$ cat config.mk
export PLATFORM = sky130hd
export DESIGN_NAME = tx_serializer_10b
export DESIGN_NICKNAME = d
export VERILOG_FILES = /design/src/rtl/enc8b10b_pkg.sv /design/src/rtl/disparity_calc.sv /design/src/rtl/tx_serializer_10b.sv
export SDC_FILE = /design/constraint.sdc
export NUM_CORES = 1
export LEC_CHECK = 0
export BUFFER_PORTS_ARGS = -buffer_cell sky130_fd_sc_hd__buf_2
export CAP_MARGIN = 20
export CORE_MARGIN = 1.5
export CORE_UTILIZATION = 25
export DETAILED_ROUTE_END_ITERATION = 8
export PLACE_DENSITY = 0.44
export SKIP_LAST_GASP = 1
export SLEW_MARGIN = 10
export SYNTH_ARGS = -nofsm -noshare
export SYNTH_HDL_FRONTEND = slang
export SYNTH_SLANG_ARGS = --single-unit
$ cat constraint.sdc
create_clock -name INTERCLK -period 6.7 [get_ports INTERCLK]
set_input_delay 1.34 -clock INTERCLK [delete_from_list [all_inputs] [get_ports INTERCLK]]
set_output_delay 1.34 -clock INTERCLK [all_outputs]
set_load 0.005 [all_outputs]
$ cat src/rtl/enc8b10b_pkg.sv
`default_nettype none
// +--------------------------------------------------------------------------+
// | enc8b10b_pkg : symbol width, K28.5 comma variants, RD encoding, popcount  |
// | Rev 1.0                                                                   |
// +--------------------------------------------------------------------------+
package enc8b10b_pkg;

  localparam int SYM_W = 10;
  localparam int CNT_W = 4;

  typedef logic [SYM_W-1:0] sym_t;

  // K28.5 variants shared with the encoder: NEG is sent at RD-, POS at RD+.
  localparam sym_t K28_5_NEG = 10'b0011111010;
  localparam sym_t K28_5_POS = 10'b1100000101;

  localparam logic RD_NEG = 1'b0;
  localparam logic RD_POS = 1'b1;

  localparam logic [CNT_W-1:0] LAST_BIT = 4'd9;

  function automatic logic [CNT_W-1:0] popcount(input sym_t w);
    logic [CNT_W-1:0] cnt;
    cnt = '0;
    for (int i = 0; i < SYM_W; i++) begin
      cnt = cnt + {{(CNT_W-1){1'b0}}, w[i]};
    end
    return cnt;
  endfunction

endpackage
`default_nettype wire

$ cat src/rtl/disparity_calc.sv
`default_nettype none
// +--------------------------------------------------------------------------+
// | disparity_calc : running-disparity update and legality of a 10b word      |
// | Rev 1.0                                                                   |
// +--------------------------------------------------------------------------+
module disparity_calc
  import enc8b10b_pkg::*;
(
  input  sym_t i_word,
  input  logic i_rd,
  output logic o_rd,
  output logic o_illegal
);

  logic [CNT_W-1:0] w_ones;

  assign w_ones = popcount(i_word);

  always_comb begin
    o_rd      = i_rd;
    o_illegal = 1'b0;
    if (w_ones == 4'd5) begin
      o_rd      = i_rd;
      o_illegal = 1'b0;
    end else if (w_ones == 4'd6) begin
      o_rd      = RD_POS;
      o_illegal = (i_rd != RD_NEG);
    end else if (w_ones == 4'd4) begin
      o_rd      = RD_NEG;
      o_illegal = (i_rd != RD_POS);
    end else begin
      // Unbalanced words still steer RD toward their dominant polarity.
      o_rd      = (w_ones > 4'd5) ? RD_POS : RD_NEG;
      o_illegal = 1'b1;
    end
  end

endmodule
`default_nettype wire

$ cat src/rtl/tx_serializer_10b.sv
`default_nettype none
// +--------------------------------------------------------------------------+
// | tx_serializer_10b : 10b symbol serializer with K28.5 idle insertion       |
// | Rev 1.0                                                                   |
// +--------------------------------------------------------------------------+
module tx_serializer_10b
  import enc8b10b_pkg::*;
#(
  parameter sym_t COMMA_NEG = K28_5_NEG,
  parameter sym_t COMMA_POS = K28_5_POS
) (
  input  logic             INTERCLK,
  input  logic             Reset,
  input  logic [SYM_W-1:0] iSymbol,
  input  logic             iValid,
  output logic             oReady,
  output logic             oSerial,
  output logic             oSymStart,
  output logic             oIdle,
  output logic             oRdPos,
  output logic             oDispErr
);

  sym_t             r_shreg;
  logic [CNT_W-1:0] r_bitcnt;
  logic             r_rd;
  logic             r_idle;
  logic             r_err;

  logic             w_last;
  sym_t             w_comma;
  sym_t             w_next_word;
  logic             w_rd_next;
  logic             w_illegal;
  logic [CNT_W-1:0] w_bitidx;

  assign w_last      = (r_bitcnt == LAST_BIT);
  assign w_comma     = (r_rd == RD_POS) ? COMMA_POS : COMMA_NEG;
  assign w_next_word = iValid ? sym_t'(iSymbol) : w_comma;

  disparity_calc u_disparity_calc (
    .i_word    (w_next_word),
    .i_rd      (r_rd),
    .o_rd      (w_rd_next),
    .o_illegal (w_illegal)
  );

  // Every edge advances the bit counter; the word boundary is also the load.
  always_ff @(posedge INTERCLK or negedge Reset) begin
    if (!Reset) begin
      r_shreg  <= COMMA_NEG;
      r_bitcnt <= '0;
      r_rd     <= RD_POS;
      r_idle   <= 1'b1;
      r_err    <= 1'b0;
    end else begin
      r_bitcnt <= w_last ? '0 : r_bitcnt + 4'd1;
      if (w_last) begin
        r_shreg <= w_next_word;
        r_idle  <= ~iValid;
        r_rd    <= w_rd_next;
        r_err   <= iValid & w_illegal;
      end
    end
  end

  // Bit 'a' (MSB) goes out first.
  assign w_bitidx  = LAST_BIT - r_bitcnt;
  assign oSerial   = r_shreg[w_bitidx];
  assign oSymStart = (r_bitcnt == '0);
  assign oReady    = w_last;
  assign oIdle     = r_idle;
  assign oRdPos    = r_rd;
  assign oDispErr  = r_err & (r_bitcnt == '0);

endmodule
`default_nettype wire

==> impl_metrics.py, run 1 <==
metrics = {
    "placed_design": {
        "portBuffers": 18,
        "detailedPlacementHpwl_mm": 1.96,
        "globalplace.congestion": 0.740,
        "placedInstanceArea_mm2": 0.00128,
        "post-place-ws_ns": 1.19,
    },
    "yosys": {
        "synthesis.area_per_instance_um2": 10.4,
        "postSynthRegisterBits": 17,
        "count_of_cell_types_in_the_netlist": 32,
        "synth.top_cell.area_share_pct": 19.5,
        "post-synth-top-area-cell": "sky130_fd_sc_hd__dfrtp_1",
        "synthesis.instances": 111,
        "synth_area_leaders": "sky130_fd_sc_hd__dfrtp_1 20%, sky130_fd_sc_hd__dfstp_2 18%, sky130_fd_sc_hd__fa_1 10%",
        "synth.yosys.seq_area_share_pct": 37.8,
        "synthesis.nets": 139,
        "synth_area_mm2": 0.00115,
        "synthesis.yosys.warnings": 0,
    },
    "critical_path": {
        "worstPathBufferInverterCount": 3,
        "crit_path_arrival_time_ns": 5.45,
        "critical-path-top-delay-family": "adder cells",
        "worst-endpoint-required_ns": 6.88,
        "ff2ff_path_depth": 14,
        "crit_path_top_delay_cell": "sky130_fd_sc_hd__fa_1",
        "r2r_setup_slk_ns": 2.27,
        "criticalPathCategory": "in2reg",
        "crit_chain": "buf_2 -> nor2_1 -> a21o_1 -> ha_1 -> inv_1 -> fa_1 -> fa_1 -> fa_1 -> fa_1 -> inv_1 -> fa_1 -> nand2b_1 -> nand3_1 -> a221o_1 -> mux2_1",
        "worst_path_largest_cell_delay_ns": 0.51,
        "path_max_fanout": 14,
        "r2r_endpoint": "oRdPos",
        "timing.critical_path.from_type": "input pin",
        "reg2reg_from": "oRdPos",
        "setup.worst_path.end_class": "flip-flop",
        "cp_common_cell": "sky130_fd_sc_hd__fa_1",
    },
    "detailed_routing": {
        "drt_first_pass_iters": 4,
        "drc_errors": 0,
        "route.detailed.vias_per_inst": 4.55,
        "postRouteWirelength_mm": 2.51,
        "drtAntennaViolNets": 0,
        "drt_iter0_drc": 15,
        "routed-via-count": 823,
        "routed_wire_length_per_instance_um": 13.9,
    },
    "global_route": {
        "grt_start_max_net_pins": 22,
        "antenna_found_initial": 0,
        "grt_remaining_overflow": 0,
        "first_global_vias": 868,
        "grt_first_pass_wirelength_mm": 4.32,
        "global_route.usage.total_pct": 11.0,
    },
    "worst_hold_path": {
        "hold_class": "reg2reg",
        "timing.hold.worst_path_depth": 2,
        "min_to": "oIdle",
        "holdCritStartpoint": "oIdle",
    },
    "clock_network": {
        "post_cts_resize_count": 0,
        "cts_sinks": 17,
        "worstSkewPairLatency_ns": 0.26,
        "cts_tree": "done",
        "clk_pin_slew_worst_paths_ns": 0.07,
        "cts_root_buffer": "sky130_fd_sc_hd__clkbuf_8",
        "post_cts.repair.setup_buffers": 0,
        "cts-hold-fix-buffers": 0,
        "cts_max_level": 1,
        "cts-buffers-inserted": 3,
        "cts-root-to-sink-buffers": 2,
    },
    "floorplanning": {
        "die_area_mm2": 0.00503,
        "fp-row-count": 24,
        "die-height_um": 70.9,
        "floorplan.io_pins": 19,
        "start_util_pct": 26.3,
        "die_w_um": 70.9,
        "core_region_area_mm2": 0.00438,
    },
    "timing": {
        "setup_repair_after_global_routing_missed_its_margin": "false",
        "final.setup.tns_ns": 0,
        "post-route-period-util_pct": 78.7,
        "worst_slew_margin_rel_pct": 72.3,
        "timing.final.setup_violations": 0,
        "timing.final.max_slew_violations": 0,
        "timing_limited_maximum_frequency_mhz": 190,
        "worst_pin_slew_ns": 0.413,
        "final_hold_viol_count": 0,
        "post-route-min-period_ns": 5.27,
        "setup_slack_ns": 1.43,
        "clock-skew-final_ns": 0.00197,
    },
    "outcome": {
        "status": "complete, no violations",
    },
    "layout": {
        "post_route_cells_drive_above_1_share_pct": 27.1,
        "number_of_nets_in_the_layout": 158,
        "final_design_area_no_fill_mm2": 0.00133,
        "mostFrequentLayoutCell": "sky130_fd_sc_hd__buf_2",
        "antenna-diode-count": 0,
        "syn_to_final_growth_pct": 15.5,
        "most-common-layout-cells": "18 x sky130_fd_sc_hd__buf_2, 13 x sky130_fd_sc_hd__nand2_1, 11 x sky130_fd_sc_hd__o21ai_0",
    },
    "pwr": {
        "vdd_ir_drop_max_mv": 0.297,
        "leakagePower_nw": 0.624,
        "powerDensity_mw_per_mm2": 441,
    },
    "job": {
        "cap_viol_max_count": 0,
    },
}
## cell type report
cell class | instances | area, um2
clock buffers | 3 | 41.3
well taps | 52 | 65.1
repair buffers | 18 | 90.1
fillers | 484 | 3050
multi-input cells | 79 | 653
inverters | 11 | 41.3
clock inverters | 1 | 5.00
flip-flops and latches | 17 | 435
## synthesized netlist by cell type (all sizes together)
library cell / count
nand2: 13
o21ai: 12
inv: 10
a21oi: 9
dfrtp: 9
ha: 9
dfstp: 8
fa: 6
clkbuf: 3
mux2: 3
nand2b: 3
nand3: 3
xnor2: 3
a21o: 2
and2: 2
mux4: 2
nor2: 2
nor2b: 2
a221o: 1
a31oi: 1
and2b: 1
buf: 1
clkinv: 1
mux2i: 1
nor3: 1
nor3b: 1
o311ai: 1
o41ai: 1
## worst register-to-register path, cell delays in order, from the launching register on
cell	delay, ns
sky130_fd_sc_hd__dfstp_2	0.57
sky130_fd_sc_hd__nor2b_1	0.27
sky130_fd_sc_hd__a21o_1	0.15
sky130_fd_sc_hd__ha_1	0.23
sky130_fd_sc_hd__inv_1	0.06
sky130_fd_sc_hd__fa_1	0.42
sky130_fd_sc_hd__fa_1	0.51
sky130_fd_sc_hd__fa_1	0.43
sky130_fd_sc_hd__fa_1	0.40
sky130_fd_sc_hd__inv_1	0.08
sky130_fd_sc_hd__fa_1	0.48
sky130_fd_sc_hd__nand2b_1	0.10
sky130_fd_sc_hd__nand3_1	0.08
sky130_fd_sc_hd__a221o_1	0.29
sky130_fd_sc_hd__mux2_1	0.28
## power breakdown
part	leakage, nW	switching, mW	internal (mW)
sequential	0.192	0.0130	0.133
clock	0.0255	0.0376	0.0413
combinational	0.407	0.184	0.177
## logic make-up (layout without fill, tap and decap cells)
family          count (synthesis)  count (layout)  share of synthesized area (%)
compound gates                 27              27                           14.0
xor+xnor                        3               3                           2.28
fa+ha+maj                      15              15                           20.2
buf+inv                        15              33                           5.54
flops                          17              17                           37.8
mux                             6               6                           8.03
simple gates                   28              28                           12.2
## how the worst max path moves through the flow
stage,startpoint,to,slack (ns),depth (start not counted)
3_5_place_dp,iValid,oRdPos,1.19,15
6_report,iValid,oRdPos,1.43,15
2_1_floorplan,iValid,oRdPos,1.69,14
3_3_place_gp,iValid,oRdPos,1.22,15
4_1_cts,iValid,oRdPos,1.45,15
5_1_grt,iValid,oRdPos,1.22,15
## sequential cells by signal, summed over array words and instances, names as in the netlist
signal,flops
oIdle,1
oRdPos,1
r_bitcnt,4
r_err,1
r_shreg,10
## layer usage
| metal | wire length, um | GRT usage, % |
|---|---|---|
| met1 | 1210 | 14.6 |
| met2 | 1210 | 17.7 |
| met3 | 68 | 1.28 |
| met4 | 22 | 5.45 |
| met5 | 0 | 0 |
## stage by stage
stage	hold WS [ns]	util, %	power, mW	std cells
2_1_floorplan	0.439	-	0.435	111
4_1_cts	0.486	30.4	0.598	181
6_report	0.481	30.4	0.587	181
5_1_grt	0.508	30.4	0.653	181
3_5_place_dp	0.475	29.3	0.514	177
3_3_place_gp	0.465	29.3	0.500	177
Power figures use the tool's default switching activity.
==> inputs of run 2 (changes only) <==
==> constraint.sdc (replaced) <==
create_clock -name INTERCLK -period 5.2 [get_ports INTERCLK]
set_input_delay 1.04 -clock INTERCLK [delete_from_list [all_inputs] [get_ports INTERCLK]]
set_output_delay 1.04 -clock INTERCLK [all_outputs]
set_load 0.005 [all_outputs]
==> run 2 against run 1 <==
Cell area rose by 1.0%. Sequential share of layout area down 0.33 points. Via count fell by 1.1%. Clock-buffer cell count is 1 higher. Register-to-register slack got worse by 1.5 ns. Die area unchanged. Routed wire length is 4.0% lower. Total power up 29%. Largest cell class unchanged. Combinational power grew 30%. Largest power group unchanged. Core utilization up 0.31 points.
==> impl_metrics.py, run 2 (same netlist as run 1, synthesis figures left out) <==
metrics = {
    "placed_design": {
        "portBuffers": 18,
        "globalplace.congestion": 0.772,
        "detailedPlacementHpwl_mm": 1.98,
        "placedInstanceArea_mm2": 0.00130,
        "dp_cells": 179,
        "post-place-ws_ns": 0.150,
    },
    "timing": {
        "worst_slew_margin_rel_pct": 74.3,
        "post-route-period-util_pct": 92.1,
        "timing.final.max_slew_violations": 0,
        "worst_pin_slew_ns": 0.385,
        "clock-skew-final_ns": 0.00334,
        "setup_slack_ns": 0.413,
        "final.setup.tns_ns": 0,
        "timing.final.setup_violations": 0,
        "post-route-min-period_ns": 4.79,
        "final_hold_viol_count": 0,
        "final.hold.worst_slack_ns": 0.479,
        "timing_limited_maximum_frequency_mhz": 209,
        "setup_repair_after_global_routing_missed_its_margin": "false",
    },
    "pwr": {
        "leakagePower_nw": 0.632,
        "vdd_ir_drop_max_mv": 0.218,
        "powerDensity_mw_per_mm2": 561,
        "total_power_uw": 754,
    },
    "layout": {
        "post_route_cells_drive_above_1_share_pct": 27.5,
        "fin_cells": 183,
        "final_core_utilization_pct": 30.7,
        "largest_registers": "r_shreg x10, r_bitcnt x4",
        "final_design_area_no_fill_mm2": 0.00135,
        "mostFrequentLayoutCell": "sky130_fd_sc_hd__buf_2",
        "number_of_nets_in_the_layout": 160,
        "most-common-layout-cells": "18 x sky130_fd_sc_hd__buf_2, 13 x sky130_fd_sc_hd__nand2_1, 11 x sky130_fd_sc_hd__o21ai_0",
        "max_flop_register": "r_shreg",
        "antenna-diode-count": 0,
        "flip_flop_count_of_the_largest_register_all_copies_and_words_added": 10,
        "syn_to_final_growth_pct": 16.7,
    },
    "clock_network": {
        "cts_sinks": 17,
        "post_cts_resize_count": 0,
        "clk_pin_slew_worst_paths_ns": 0.06,
        "cts-hold-fix-buffers": 0,
        "cts-buffers-inserted": 3,
        "cts_root_buffer": "sky130_fd_sc_hd__clkbuf_8",
        "cts_max_level": 1,
        "cts_tree": "done",
        "worstSkewPairLatency_ns": 0.25,
        "post_cts.repair.setup_buffers": 0,
        "cts-root-to-sink-buffers": 2,
    },
    "critical_path": {
        "crit_path_arrival_time_ns": 4.96,
        "setup.worst_path.end_class": "flip-flop",
        "crit_chain": "buf_2 -> buf_4 -> a21o_1 -> ha_1 -> inv_1 -> fa_1 -> fa_1 -> fa_1 -> fa_1 -> inv_1 -> fa_1 -> nand2b_1 -> nand3_1 -> a221o_1 -> mux2_1",
        "crit_path_top_delay_cell": "sky130_fd_sc_hd__fa_1",
        "cp_common_cell": "sky130_fd_sc_hd__fa_1",
        "worst-endpoint-required_ns": 5.37,
        "critical-path-top-delay-family": "adder cells",
        "criticalPathCategory": "in2reg",
        "path_max_fanout": 11,
        "worstPathBufferInverterCount": 4,
        "worst_path_largest_cell_delay_ns": 0.51,
        "timing.critical_path.from_type": "input pin",
    },
    "floorplanning": {
        "die_area_mm2": 0.00503,
        "fp-row-count": 24,
        "die-height_um": 70.9,
        "start_util_pct": 26.3,
        "floorplan.io_pins": 19,
        "die_w_um": 70.9,
        "core_region_area_mm2": 0.00438,
    },
    "detailed_routing": {
        "route.detailed.vias_per_inst": 4.45,
        "drc_errors": 0,
        "drtAntennaViolNets": 0,
        "drt_first_pass_iters": 4,
        "routed-via-count": 814,
        "postRouteWirelength_mm": 2.41,
        "drt_iter0_drc": 28,
        "routed_wire_length_per_instance_um": 13.2,
    },
    "global_route": {
        "first_global_vias": 868,
        "antenna_found_initial": 0,
        "grt_remaining_overflow": 0,
        "global_route.usage.total_pct": 10.8,
        "grt_first_pass_wirelength_mm": 4.24,
        "grt_start_max_net_pins": 22,
    },
    "worst_hold_path": {
        "hold_class": "reg2reg",
    },
    "outcome": {
        "status": "complete, no violations",
    },
    "job": {
        "cap_viol_max_count": 0,
    },
}
==> run 2: cell count changes in the layout (fill, tap and decap cells not counted), sizes merged <==
cell	before	now
buf	18	20
clkbuf	3	4
clkinv	2	1
==> run 2: final cells by class <==
class	instances	area (um2)
Inverter	11	41.3
Multi-Input combinational cell	79	653
Fill cell	472	3040
Tap cell	52	65.1
Timing Repair Buffer	20	105
Clock buffer	4	45.0
Sequential cell	17	435
==> run 2: path summary, 6_finish.rpt <==
path,from,endpoint,slack [ns],depth (start not counted)
max,iValid,oRdPos,0.41,15
min,r_shreg[8],r_shreg[8],0.48,2
max reg2reg,oRdPos,oRdPos,0.76,14
min reg2reg,r_shreg[8],r_shreg[8],0.48,2
max in group asynchronous,Reset,oRdPos,4.18,1
min in group asynchronous,Reset,r_bitcnt[0],0.70,1
==> run 2: worst register-to-register path: stages, from the launching register on <==
cell                       delay (ns)
sky130_fd_sc_hd__dfstp_2         0.57
sky130_fd_sc_hd__nor2b_1         0.28
sky130_fd_sc_hd__a21o_1          0.15
sky130_fd_sc_hd__ha_1            0.23
sky130_fd_sc_hd__inv_1           0.07
sky130_fd_sc_hd__fa_1            0.43
sky130_fd_sc_hd__fa_1            0.51
sky130_fd_sc_hd__fa_1            0.43
sky130_fd_sc_hd__fa_1            0.38
sky130_fd_sc_hd__inv_1           0.08
sky130_fd_sc_hd__fa_1            0.48
sky130_fd_sc_hd__nand2b_1        0.11
sky130_fd_sc_hd__nand3_1         0.07
sky130_fd_sc_hd__a221o_1         0.29
sky130_fd_sc_hd__mux2_1          0.29
==> run 2: power by group <==
group | total, mW | internal [mW] | switching, mW
logic | 0.468 | 0.231 | 0.237
clock network | 0.0978 | 0.0543 | 0.0435
registers | 0.188 | 0.172 | 0.0165
total | 0.754 | 0.457 | 0.297
==> run 2: layer usage <==
metal  up-vias  global-route usage, %  share of wire [%]
met5         -                      0                  0
met4         0                   5.66                2.3
met3         5                  0.855                2.4
met2        15                   16.7                 46
met1       379                   15.1                 49
li1        415                      -                  -
==> inputs of run 3 (changes only) <==
--- a/config.mk
+++ b/config.mk
@@ -15,4 +15,5 @@
 export SLEW_MARGIN = 10
 export SYNTH_ARGS = -nofsm -noshare
 export SYNTH_HDL_FRONTEND = slang
+export SYNTH_HIERARCHICAL = 1
 export SYNTH_SLANG_ARGS = --single-unit
==> run 3 against run 2 <==
Setup slack better by 0.31 ns. Clock power about the same. Die area up 5.4%. Cell count up 1.6%. Core utilization down 0.89 points. Synthesized area up 5.6%. Clock-buffer cell count unchanged. First-iteration DRC count down 3.6%. Synthesized cell count up 1.8%. Critical path depth down 2. Sequential cell count unchanged. Critical endpoint is now oRdPos.
==> impl_metrics.py, run 3 <==
metrics = {
    "outcome": {
        "status": "complete, no violations",
    },
    "floorplanning": {
        "floorplan.io_pins": 19,
        "start_util_pct": 25.9,
        "die_area_mm2": 0.00530,
        "die-height_um": 72.8,
        "core_region_area_mm2": 0.00469,
        "fp-row-count": 25,
        "die_w_um": 72.8,
    },
    "critical_path": {
        "endpoint": "oRdPos",
        "crit_chain": "buf_2 -> nor2_1 -> a21o_1 -> inv_1 -> fa_1 -> fa_1 -> fa_1 -> fa_1 -> inv_1 -> fa_1 -> o21ai_0 -> nand2_1 -> mux2_2",
        "timing.critical_path.from_type": "input pin",
        "setup.worst_path.end_class": "flip-flop",
        "critical_path.startpoint": "iValid",
        "critical-path-top-delay-family": "adder cells",
        "r2r_setup_slk_ns": 1.30,
        "crit_path_arrival_time_ns": 4.65,
        "worst_path_largest_cell_delay_ns": 0.53,
        "cp_common_cell": "sky130_fd_sc_hd__fa_1",
        "worst-endpoint-required_ns": 5.38,
        "path_max_fanout": 14,
        "worstPathBufferInverterCount": 3,
        "r2r_endpoint": "oRdPos",
        "path_depth": 13,
        "crit_path_top_delay_cell": "sky130_fd_sc_hd__fa_1",
        "reg2reg_from": "oRdPos",
        "criticalPathCategory": "in2reg",
        "ff2ff_path_depth": 12,
    },
    "layout": {
        "syn_to_final_growth_pct": 14.8,
        "final_design_area_no_fill_mm2": 0.00140,
        "num-fill-cells": 514,
        "number_of_nets_in_the_layout": 161,
        "multi_input_area_um2": 692,
        "flip_flop_count_of_the_largest_register_all_copies_and_words_added": 10,
        "area.sequential_um2": 435,
        "most-common-layout-cells": "18 x sky130_fd_sc_hd__inv_1, 18 x sky130_fd_sc_hd__buf_2, 14 x sky130_fd_sc_hd__nand2_1",
        "max_flop_register": "r_shreg",
        "largest_registers": "r_shreg x10, r_bitcnt x4",
        "antenna-diode-count": 0,
        "fin_cells": 186,
        "post_route_cells_drive_above_1_share_pct": 33.3,
    },
    "pwr": {
        "switchingPower_uw": 271,
        "seqPwrFrac_pct": 27.2,
        "total_power_uw": 717,
        "leakagePower_nw": 0.727,
        "clock_power_share_pct": 13.6,
        "pwr-share-comb_pct": 59.2,
        "internal_power_uw": 446,
        "vdd_ir_drop_max_mv": 0.265,
        "switching_share_pct": 37.8,
        "powerDensity_mw_per_mm2": 513,
    },
    "yosys": {
        "post_synth_and_or_nand_nor_area_fraction_pct": 10.2,
        "synth.top_cell.area_share_pct": 18.5,
        "most_frequent_cell_after_synthesis": "sky130_fd_sc_hd__inv_1",
        "synth_area_mm2": 0.00122,
        "synth.yosys.seq_area_share_pct": 35.8,
        "synthesis.nets": 141,
        "synth-main-ff-cell": "sky130_fd_sc_hd__dfrtp_1",
        "post-synth-top-area-cell": "sky130_fd_sc_hd__dfrtp_1",
        "synth_fa_ha_area_share_pct": 19.1,
        "synthesis.instances": 113,
        "synth_common_cells": "18 x sky130_fd_sc_hd__inv_1, 14 x sky130_fd_sc_hd__nand2_1, 13 x sky130_fd_sc_hd__mux2_2",
        "count_of_cell_types_in_the_netlist": 26,
        "synthXorXnorAreaFrac_pct": 2.88,
        "postSynthRegisterBits": 17,
        "synth_area_leaders": "sky130_fd_sc_hd__dfrtp_1 18%, sky130_fd_sc_hd__dfstp_2 17%, sky130_fd_sc_hd__mux2_2 12%",
        "synth_mux_area_share_pct": 16.0,
        "post_synthesis_compound_gate_area_fraction_pct": 8.63,
        "synth-async-reset-ratio_pct": 100,
        "synthesis.area_per_instance_um2": 10.8,
        "combinational_family_with_the_most_area_after_synthesis": "adder cells",
        "number_of_enable_flip_flop_cells_after_synthesis": 0,
        "synthesis.yosys.warnings": 6,
    },
    "clock_network": {
        "cts_root_buffer": "sky130_fd_sc_hd__clkbuf_8",
        "cts_max_level": 1,
        "worstSkewPairLatency_ns": 0.25,
        "post_cts.repair.setup_buffers": 0,
        "cts-hold-fix-buffers": 0,
        "cts-buffers-inserted": 3,
        "cts-root-to-sink-buffers": 2,
        "cts_tree": "done",
        "clk_pin_slew_worst_paths_ns": 0.06,
        "cts_sinks": 17,
        "post_cts_resize_count": 0,
    },
    "detailed_routing": {
        "drt_iter0_drc": 27,
        "drt_first_pass_iters": 4,
        "postRouteWirelength_mm": 2.39,
        "routed_wire_length_per_instance_um": 12.8,
        "route.detailed.vias_per_inst": 4.45,
        "routed-via-count": 827,
        "drtAntennaViolNets": 0,
        "drc_errors": 0,
    },
    "global_route": {
        "grt_remaining_overflow": 0,
        "grt_start_max_net_pins": 18,
        "global_route.usage.total_pct": 10.7,
        "first_global_vias": 912,
        "grt_first_pass_wirelength_mm": 4.38,
        "antenna_found_initial": 0,
    },
    "timing": {
        "final.hold.worst_slack_ns": 0.491,
        "post-route-min-period_ns": 4.48,
        "worst_slew_margin_rel_pct": 66.1,
        "setup_repair_after_global_routing_missed_its_margin": "false",
        "timing.final.max_slew_violations": 0,
        "post-route-period-util_pct": 86.1,
        "timing_limited_maximum_frequency_mhz": 223,
        "final_hold_viol_count": 0,
        "final.setup.tns_ns": 0,
        "timing.final.setup_violations": 0,
        "clock-skew-final_ns": 0.00209,
        "worst_pin_slew_ns": 0.508,
    },
    "worst_hold_path": {
        "hold_class": "reg2reg",
    },
    "job": {
        "cap_viol_max_count": 0,
    },
    "placed_design": {
        "placedInstanceArea_mm2": 0.00135,
        "detailedPlacementHpwl_mm": 1.91,
        "globalplace.congestion": 0.770,
        "dp_cells": 182,
        "portBuffers": 18,
    },
}
-- run 3: cell types whose count changed after synthesis, sizes merged, moves of 2 or more --
cell    delta
nand2b     -2
a21o       +5
inv        +8
a21oi      -9
mux2      +10
clkbuf     -2
o21ai      -8
-- run 3: how the worst min path moves through the flow --
stage | start | end | slack [ns] | depth (start not counted)
2_1_floorplan | r_err | r_err | 0.43 | 2
3_3_place_gp | r_err | r_err | 0.48 | 2
3_5_place_dp | r_err | r_err | 0.48 | 2
4_1_cts | r_err | r_err | 0.50 | 2
5_1_grt | r_shreg[9] | r_shreg[9] | 0.53 | 1
6_report | r_err | r_err | 0.49 | 2
-- run 3: through the flow --
step | util [%] | setup slack [ns]
final | 29.8 | 0.722
after global routing | 29.8 | 0.464
after CTS | 29.8 | 0.747
after detailed placement | 28.8 | 0.480
after global placement | 28.8 | 0.537
after floorplan | - | 0.843
-- run 3: worst register-to-register path, cell delays in order, from the launching register on --
cell and delay, ns:
sky130_fd_sc_hd__dfstp_2 0.40, sky130_fd_sc_hd__nor2_1 0.32, sky130_fd_sc_hd__a21o_1 0.18, sky130_fd_sc_hd__inv_1 0.07, sky130_fd_sc_hd__fa_1 0.48, sky130_fd_sc_hd__fa_1 0.53
sky130_fd_sc_hd__fa_1 0.42, sky130_fd_sc_hd__fa_1 0.37, sky130_fd_sc_hd__inv_1 0.10, sky130_fd_sc_hd__fa_1 0.44, sky130_fd_sc_hd__o21ai_0 0.18, sky130_fd_sc_hd__nand2_1 0.06
sky130_fd_sc_hd__mux2_2 0.26
-- run 3: logic make-up (layout without fill, tap and decap cells) --
family / after synthesis / count (layout)
AND/OR/NAND/NOR: 27 / 27
buffers and inverters: 21 / 40
flip-flops: 17 / 17
adder cells (fa/ha/maj): 15 / 15
multiplexers: 15 / 15
AO/OA/AOI/OAI: 14 / 14
XOR/XNOR: 4 / 4
-- run 3: per-layer routing --
metal / up-vias / track usage, % / share of wire (%)
met5: - / 0 / 0
met4: 0 / 2.52 / 0.38
met3: 2 / 2.07 / 3.5
met2: 17 / 15.8 / 42
met1: 403 / 16.2 / 54
li1: 405 / - / -
-- run 3: power groups by stage --
| stage | logic [mW] | registers [mW] | clock network [mW] |
|---|---|---|---|
| floorplan | 0.352 | 0.189 | 0 |
| global placement | 0.419 | 0.197 | 0 |
| detailed placement | 0.427 | 0.198 | 0 |
| CTS | 0.429 | 0.195 | 0.102 |
| global route | 0.492 | 0.200 | 0.110 |
| finish | 0.424 | 0.195 | 0.0977 |
-- run 3: final cells by class --
cell class	instances	share of cell area [%]
Tap cell	54	4.83
Multi-Input combinational cell	75	49.5
Sequential cell	17	31.2
Timing Repair Buffer	18	6.45
Inverter	18	4.83
Clock buffer	4	3.22
